==> src/rtl/tk1_exec_mon.sv <==
// Execution monitor for the tk1 core: NUM_REGIONS lockable no-execute windows,
// violation capture and trap blink. Define TK1_EXEC_MON_FW_GUARD_EN to add the fixed firmware RAM guard.
module tk1_exec_mon #(
  parameter int          NUM_REGIONS  = 4,
  parameter int          BLINK_BITS   = 24,
  parameter logic [31:0] FW_RAM_FIRST = 32'hd0000000,
  parameter logic [31:0] FW_RAM_LAST  = 32'hd00007ff
) (
  input  logic        clk,
  input  logic        reset,
  input  logic        cpu_valid,
  input  logic        cpu_instr,
  input  logic [31:0] cpu_addr,
  input  logic        cpu_trap,
  input  logic        fw_app_mode,
  input  logic [2:0]  led_in,
  output logic [2:0]  led_out,
  output logic        force_trap,
  input  logic        cs,
  input  logic        we,
  input  logic [7:0]  address,
  input  logic [31:0] write_data,
  output logic [31:0] read_data,
  output logic        ready
);

`ifdef TK1_EXEC_MON_FW_GUARD_EN
  localparam bit GUARD_EN = 1'b1;
`else
  localparam bit GUARD_EN = 1'b0;
`endif

  localparam logic [7:0] ADDR_CTRL   = 8'h00;
  localparam logic [7:0] ADDR_STATUS = 8'h01;
  localparam logic [7:0] ADDR_VADDR  = 8'h02;
  localparam logic [7:0] ADDR_VCOUNT = 8'h03;
  localparam logic [7:0] ADDR_CLEAR  = 8'h04;

  logic [NUM_REGIONS-1:0] en_q;
  logic                   lock_q;
  logic [31:0]            first_q [NUM_REGIONS];
  logic [31:0]            last_q  [NUM_REGIONS];
  logic                   viol_q;
  logic [2:0]             idx_q;
  logic [31:0]            vaddr_q;
  logic [15:0]            vcount_q;
  logic [BLINK_BITS-1:0]  blink_cnt_q;
  logic [2:0]             blink_q;

  logic                   wr;
  logic                   clear_wr;
  logic                   fetch;
  logic                   fw_hit;
  logic [NUM_REGIONS-1:0] region_hit;
  logic                   viol_hit;
  logic [2:0]             hit_idx;

  // Bus handshake: ready mirrors cs, so every selected access completes in the
  // cycle it is presented; reads are combinational, writes commit on that edge.
  assign ready    = cs;
  assign wr       = cs & we;
  assign clear_wr = wr & (address == ADDR_CLEAR) & ~fw_app_mode;
  assign fetch    = cpu_valid & cpu_instr;
  assign fw_hit   = GUARD_EN & fetch & (cpu_addr >= FW_RAM_FIRST) & (cpu_addr <= FW_RAM_LAST);

  always_comb begin
    region_hit = '0;
    for (int i = 0; i < NUM_REGIONS; i++) begin
      region_hit[i] = fetch & en_q[i] & (cpu_addr >= first_q[i]) & (cpu_addr <= last_q[i]);
    end
  end

  // Scan downwards so the lowest hitting region wins; the guard overrides all.
  always_comb begin
    viol_hit = 1'b0;
    hit_idx  = 3'd0;
    for (int i = NUM_REGIONS - 1; i >= 0; i--) begin
      if (region_hit[i]) begin
        viol_hit = 1'b1;
        hit_idx  = 3'(i);
      end
    end
    if (fw_hit) begin
      viol_hit = 1'b1;
      hit_idx  = 3'd7;
    end
  end

  assign force_trap = viol_hit;

  always_ff @(posedge clk or posedge reset) begin
    if (reset) begin
      en_q   <= '0;
      lock_q <= 1'b0;
      for (int i = 0; i < NUM_REGIONS; i++) begin
        first_q[i] <= '0;
        last_q[i]  <= '0;
      end
    end else if (wr && !lock_q) begin
      if (address == ADDR_CTRL) begin
        en_q   <= en_q | write_data[NUM_REGIONS-1:0];
        lock_q <= write_data[31];
      end
      for (int i = 0; i < NUM_REGIONS; i++) begin
        if (!en_q[i] && address == 8'(16 + 2 * i)) first_q[i] <= write_data;
        if (!en_q[i] && address == 8'(17 + 2 * i)) last_q[i]  <= write_data;
      end
    end
  end

  // A clear in the same cycle as a hit is applied first, so the hit recaptures.
  always_ff @(posedge clk or posedge reset) begin
    if (reset) begin
      viol_q   <= 1'b0;
      idx_q    <= 3'd0;
      vaddr_q  <= '0;
      vcount_q <= '0;
    end else begin
      if (clear_wr) begin
        viol_q   <= 1'b0;
        idx_q    <= 3'd0;
        vaddr_q  <= '0;
        vcount_q <= '0;
      end
      if (viol_hit) begin
        if (!viol_q || clear_wr) begin
          viol_q  <= 1'b1;
          idx_q   <= hit_idx;
          vaddr_q <= cpu_addr;
        end
        if (clear_wr) vcount_q <= 16'd1;
        else if (vcount_q != 16'hffff) vcount_q <= vcount_q + 16'd1;
      end
    end
  end

  always_ff @(posedge clk or posedge reset) begin
    if (reset) begin
      blink_cnt_q <= '0;
      blink_q     <= 3'h0;
    end else begin
      blink_cnt_q <= blink_cnt_q + BLINK_BITS'(1);
      if (blink_cnt_q == '0) blink_q <= blink_q ^ 3'h4;
    end
  end

  assign led_out = cpu_trap ? blink_q : led_in;

  always_comb begin
    read_data = '0;
    case (address)
      ADDR_CTRL: begin
        read_data[31]               = lock_q;
        read_data[NUM_REGIONS-1:0]  = en_q;
      end
      ADDR_STATUS: begin
        read_data[0]   = viol_q;
        read_data[6:4] = idx_q;
      end
      ADDR_VADDR:  read_data = vaddr_q;
      ADDR_VCOUNT: read_data = {16'h0, vcount_q};
      default: begin
        for (int i = 0; i < NUM_REGIONS; i++) begin
          if (address == 8'(16 + 2 * i)) read_data = first_q[i];
          if (address == 8'(17 + 2 * i)) read_data = last_q[i];
        end
      end
    endcase
  end

endmodule

==> config.mk <==
export PLATFORM = sky130hd
export DESIGN_NAME = tk1_exec_mon
export DESIGN_NICKNAME = d
export VERILOG_FILES = /design/src/rtl/tk1_exec_mon.sv
export SDC_FILE = /design/constraint.sdc
export NUM_CORES = 1
export LEC_CHECK = 0
export BUFFER_PORTS_ARGS = -buffer_cell sky130_fd_sc_hd__buf_4
export CAP_MARGIN = 20
export CORE_MARGIN = 3
export CORE_UTILIZATION = 40
export CTS_BUF_LIST = sky130_fd_sc_hd__clkbuf_16
export CTS_CLUSTER_DIAMETER = 30
export DETAILED_ROUTE_END_ITERATION = 8
export PLACE_DENSITY = 0.57
export SLEW_MARGIN = 30
export SYNTH_ARGS = -nofsm -noshare
export SYNTH_HDL_FRONTEND = slang
export SYNTH_SLANG_ARGS = --single-unit
==> constraint.sdc <==
create_clock -name clk -period 30.8 [get_ports clk]
set_input_delay 3.08 -clock clk [delete_from_list [all_inputs] [get_ports clk]]
set_output_delay 3.08 -clock clk [all_outputs]
set_load 0.005 [all_outputs]
# --- After elaboration in Yosys (flattened, before gate mapping) ---
# Cells that the tools add are included.
totals:
  input_bits: 83
  output_inout_bits: 37
  reg_bits: 338
  elab_cells: 122
classes:
  reduce_logical: 29
  eq_ne: 13
  bitwise_logic: 19
  order_cmp: 8
  n_mux: 35
  n_addsub: 2
ops:
  columns: ["operator", "count"]
  rows:
  - ["32-bit 2-to-1 mux", 11]
  - ["32-bit >= comparator", 4]
  - ["32-bit <= comparator", 4]
  - ["24-bit one-hot mux with 3 select lines", 1]
  - ["8-bit by 5-bit == test with 1-bit output, second input constant", 8]
  - ["16-bit 2-to-1 mux", 4]
  - ["24-bit by 1-bit adder with 24-bit output, second input constant", 1]
  - ["24-bit logical NOT", 1]
  - ["3-bit one-hot mux with 4 select lines", 2]
  - ["3-bit 2-to-1 mux", 7]
  - ["2-bit AND reduction", 9]
  - ["16-bit by 1-bit adder with 16-bit output, second input constant", 1]
  - ["1-bit AND", 16]
  - ["8-bit by 2-bit == test with 1-bit output, second input constant", 2]
  - ["16-bit inequality test, second input constant", 1]
  - ["1-bit logical AND", 9]
  - ["8-bit by 1-bit == test with 1-bit output, second input constant", 1]
  - ["8-bit by 3-bit == test with 1-bit output, second input constant", 1]
  - ["8-bit logical NOT", 1]
  - ["1-bit 2-to-1 mux", 7]
  - ["1-bit logical NOT", 6]
  - ["4-bit bitwise OR", 1]
  - ["1-bit one-hot mux with 4 select lines", 1]
  - ["2-bit OR reduction", 2]
  - ["other kinds (4)", 5]

# --- Logic depth before layout (Yosys ltp) ---
logic_depth:
  ltp_word: 10
  ltp_mapped: 13
  depth_no_buf: 12

# --- Least setup slack after synthesis ---
# OpenSTA, ideal clock, no wires.
synth_timing:
  path_type: "in2out"
  start: "in cpu_addr[0]"
  end: "out force_trap"
  n_path_buf: 1
  slack_ns: 22.507
  arrival_time_ns: 5.213
  cell_stages: 11
  t_required_ns: 27.720
  cell_sequence: "inv_1 ha_1 nand2b_1 a21o_1 a211o_1 a211o_1 a221o_1 nand3_1 and4_4 inv_1 clkbuf_1"
synth_via:
  elab_chain_len: 7
  elab_cells_between_ends: 20
  classes_between: "8 x order compare; 4 x mux; 8 x bitwise"
synth_lines:
  columns: ["element", "line_no", "text"]
  rows:
  - ["start, declared", "13", "input logic [31:0] cpu_addr,"]
  - ["32-bit >= comparator", "69", "region_hit[i] = fetch & en_q[i] & (cpu_addr >= first_q[i]) & (cpu_addr <= last_q[i]);"]
  - ["1-bit AND (2 in series)", "69", null]
  - ["1-bit 2-to-1 mux (3 in series)", "78", "if (region_hit[i]) begin"]
  - ["1-bit 2-to-1 mux (*)", "78", null]
  - ["end, declared", "18", "output logic force_trap,"]
# Every way passes the cells marked *; elsewhere a longest branch is shown, timed or not.

# --- Final worst setup path ---
layout_timing:
  start: "in cpu_addr[14]"
  end: "out force_trap"
# The elaborated chain is that of the path after synthesis.

==> results.ini <==
[power]
power_uw=1460
pwr_density_cell_nw_per_um2=55.6
total_leakage_power_uw=0.0125
peakVddDrop_mv=0.0419

[drt]
route.final.wire_length_um=72200
drt_pre_antenna_iters=7
avg_wl_per_cell_um=24.2
drt-vias-per-instance=5.80
remaining_drc_errors=0
dr_total_vias=17400
ant_nets=0
dr.first_iter.drc_count=1554

[finish]
postLayoutCellArea_sq_um=26200
final_common_cell=sky130_fd_sc_hd__dfrtp_1
syn_to_final_growth_pct=20.7
fillCellCount=4760
nNetsFinal=2578
mostFrequentLayoutCells=sky130_fd_sc_hd__dfrtp_1 (338), sky130_fd_sc_hd__inv_1 (286), sky130_fd_sc_hd__ha_1 (259)
final_layout_size_suffix_gt1_share_pct=24.0

[clock_tree]
cts-root-to-sink-buffers=3
cts_tree=built
cts_hold_buf=0
post_cts_resized=0
cts_setup_buffers=0
clk_latency_ns=0.62
cts.sink_count=338
ctsRootBufferMaster=sky130_fd_sc_hd__clkbuf_16
cts.reportedPaths.clkPinSlew_ns=0.04
cts-buffers-inserted=89
cts_max_level=3

[timing]
period_needed_ns=9.70
worstMarginPinSlew_ns=1.05
timing.final.crit_share_pct=31.5
fin_ws_ns=21.10
worst_slew_margin_rel_pct=28.4
fin_worst_hold_slack_ns=0.476
setup_viol_count_final=0
final_hold_violating_endpoints=0
unrepaired_setup_endpoints_after_global_routing=no
timing.setup.tns_ns=0
fmax_mhz=103
fin_worst_skew_ns=0.0303
slew_viol_final=0

[critical_path]
worst_r2r_path_depth=13
timing.critical_path.fanout_max=22
startpoint_type=input port
worst_ep_arrival_time_ns=6.62
setup.worst_path.class=in2out
required_ns=27.72
critical_path_endpoint_category=output port

[yosys]
synth_top_area_share_pct=39.0
post_synth_inst_count=2085
fraction_of_synthesized_cell_area_in_xor_and_xnor_cells_pct=0.929
synth_top_flop_cell=sky130_fd_sc_hd__dfrtp_1
ys_types=64
synthMuxAreaShare_pct=17.1
synth-edff-count=0
yosys.area_share.simple_pct=9.11
post_synth_top_area_cell=sky130_fd_sc_hd__dfrtp_1
ffs_w_async_s_r_synth_pct=100
synthesis.yosys.warnings=0
synth-compound-area-share_pct=12.8
share_of_synthesized_cell_area_in_full_adder_half_adder_and_majority_cells_pct=14.9
dominant_combinational_cell_family_by_area_after_synthesis=multiplexers
synth.cell_area_sq_um=21700
seq_total_area_yosys_pct=39.0
synth-seq-cells=338
syn-num-nets=2427
synth_area_per_cell_sq_um=10.4
synth_top_cells_by_area=sky130_fd_sc_hd__dfrtp_1 (39%), sky130_fd_sc_hd__ha_1 (15%), sky130_fd_sc_hd__mux2_2 (12%), sky130_fd_sc_hd__inv_1 (4.7%), sky130_fd_sc_hd__mux4_2 (3.4%)

[grt]
grt_max_degree=155
grt_antenna_before_repair=2
first_global_vias=17500
grtUsageTotal_pct=25.3
grt_remaining_overflow=0
wire_length_of_the_first_global_routing_pass_um=109000

[placement]
gp_congestion=0.907
placed_cell_area_sq_um=23400
port_buffers=119
dp_hpwl_um=51400
pre_cts_ws_ns=21.16

[floorplanning]
die_w_um=239
initial_utilization_pct=40.9
number_of_placed_i_o_pins=120
placement_rows=84
chip_height_um=239
placeableCoreArea_sq_um=53100
floorplan.die_area_sq_um=57100

[worst_hold_path]
worstHoldPathType=reg2reg
worst_hold_path.num_cells=1

[run_status]
outcome=finished, final reports clean

[flow_run]
timing.max_cap.violations=0

[synthesized netlist by cell type, types with 33 or more instances]
library cell and n:
sky130_fd_sc_hd__nand4_1 52, sky130_fd_sc_hd__nand3_1 39, sky130_fd_sc_hd__clkbuf_1 46, sky130_fd_sc_hd__dfrtp_1 338, sky130_fd_sc_hd__o21ai_0 105, sky130_fd_sc_hd__a21oi_1 84, sky130_fd_sc_hd__nand2_1 156, sky130_fd_sc_hd__ha_1 259
sky130_fd_sc_hd__nor2_1 54, sky130_fd_sc_hd__mux2_2 233, sky130_fd_sc_hd__a21o_1 51, sky130_fd_sc_hd__inv_1 269, sky130_fd_sc_hd__mux4_2 33, sky130_fd_sc_hd__mux2i_1 34
[worst max-delay path, stage by stage]
cell                       delay [ns]
sky130_fd_sc_hd__buf_4           0.17
sky130_fd_sc_hd__ha_1            0.34
sky130_fd_sc_hd__a21o_1          0.18
sky130_fd_sc_hd__a21oi_1         0.54
sky130_fd_sc_hd__o211ai_1        0.23
sky130_fd_sc_hd__a211o_1         0.45
sky130_fd_sc_hd__a221o_1         0.41
sky130_fd_sc_hd__nand3_1         0.20
sky130_fd_sc_hd__and4_4          0.36
sky130_fd_sc_hd__inv_1           0.36
sky130_fd_sc_hd__buf_4           0.28
[metrics by stage]
step                      std cells  utilization [%]
after CTS                      2987             49.3
after global routing           2989             49.3
after global placement         2831             44.0
after detailed placement       2832             44.0
final                          2989             49.3
after floorplan                2085                -
[worst paths after layout]
| kind | from | endpoint | slack, ns |
|---|---|---|---|
| worst min register to register | blink_q[2] | blink_q[2] | 0.48 |
| worst min-delay path | blink_q[2] | blink_q[2] | 0.48 |
| worst max-delay path | cpu_addr[14] | force_trap | 21.10 |
| max in group asynchronous | reset | last_q[23] | 26.72 |
| worst max register to register | first_q[78] | vaddr_q[20] | 25.97 |
| min in group asynchronous | reset | last_q[6] | 2.66 |
[power by group]
| part | switching [uW] | internal, uW | total, uW |
|---|---|---|---|
| Sequential | 12.0 | 461 | 473 |
| Combinational | 77.1 | 52.9 | 130 |
| Clock | 275 | 579 | 854 |
[layer usage]
metal  track usage (%)  vias up  part of all wire, %
met3              5.75      146                  8.0
met1              35.1     8691                   44
met5                 0        -                    0
met4              10.4        0                  3.4
met2              38.3      640                   44
li1                  -     7873                    -
[cell families after synthesis]
group                      count (synthesis)
xor gates and xnor gates                  23
AOI/OAI and AO/OA                        412
and+or+nand+nor                          402
buffers and inverters                    351
muxes                                    300
DFF                                      338
adders and majority gates                259
[sequential cells by signal, summed over array words and instances (netlist names)]
name	count
first_q	128
last_q	128
vaddr_q	32
lock_q	1
en_q	4
viol_q	1
blink_q	1
idx_q	3
blink_cnt_q	24
vcount_q	16
[cell type report]
| class | instances | area, sq um | area share [%] |
|---|---|---|---|
| well taps | 688 | 861 | 3.29 |
| diodes | 1 | 2.50 | 0.00956 |
| clock buffers | 92 | 2300 | 8.79 |
| multi-input cells | 1396 | 12000 | 45.7 |
| clock inverters | 63 | 472 | 1.80 |
| flip-flops and latches | 338 | 8460 | 32.3 |
| repair buffers | 142 | 1100 | 4.21 |
| inverters | 269 | 1020 | 3.88 |
Power figures use the tool's default switching activity.
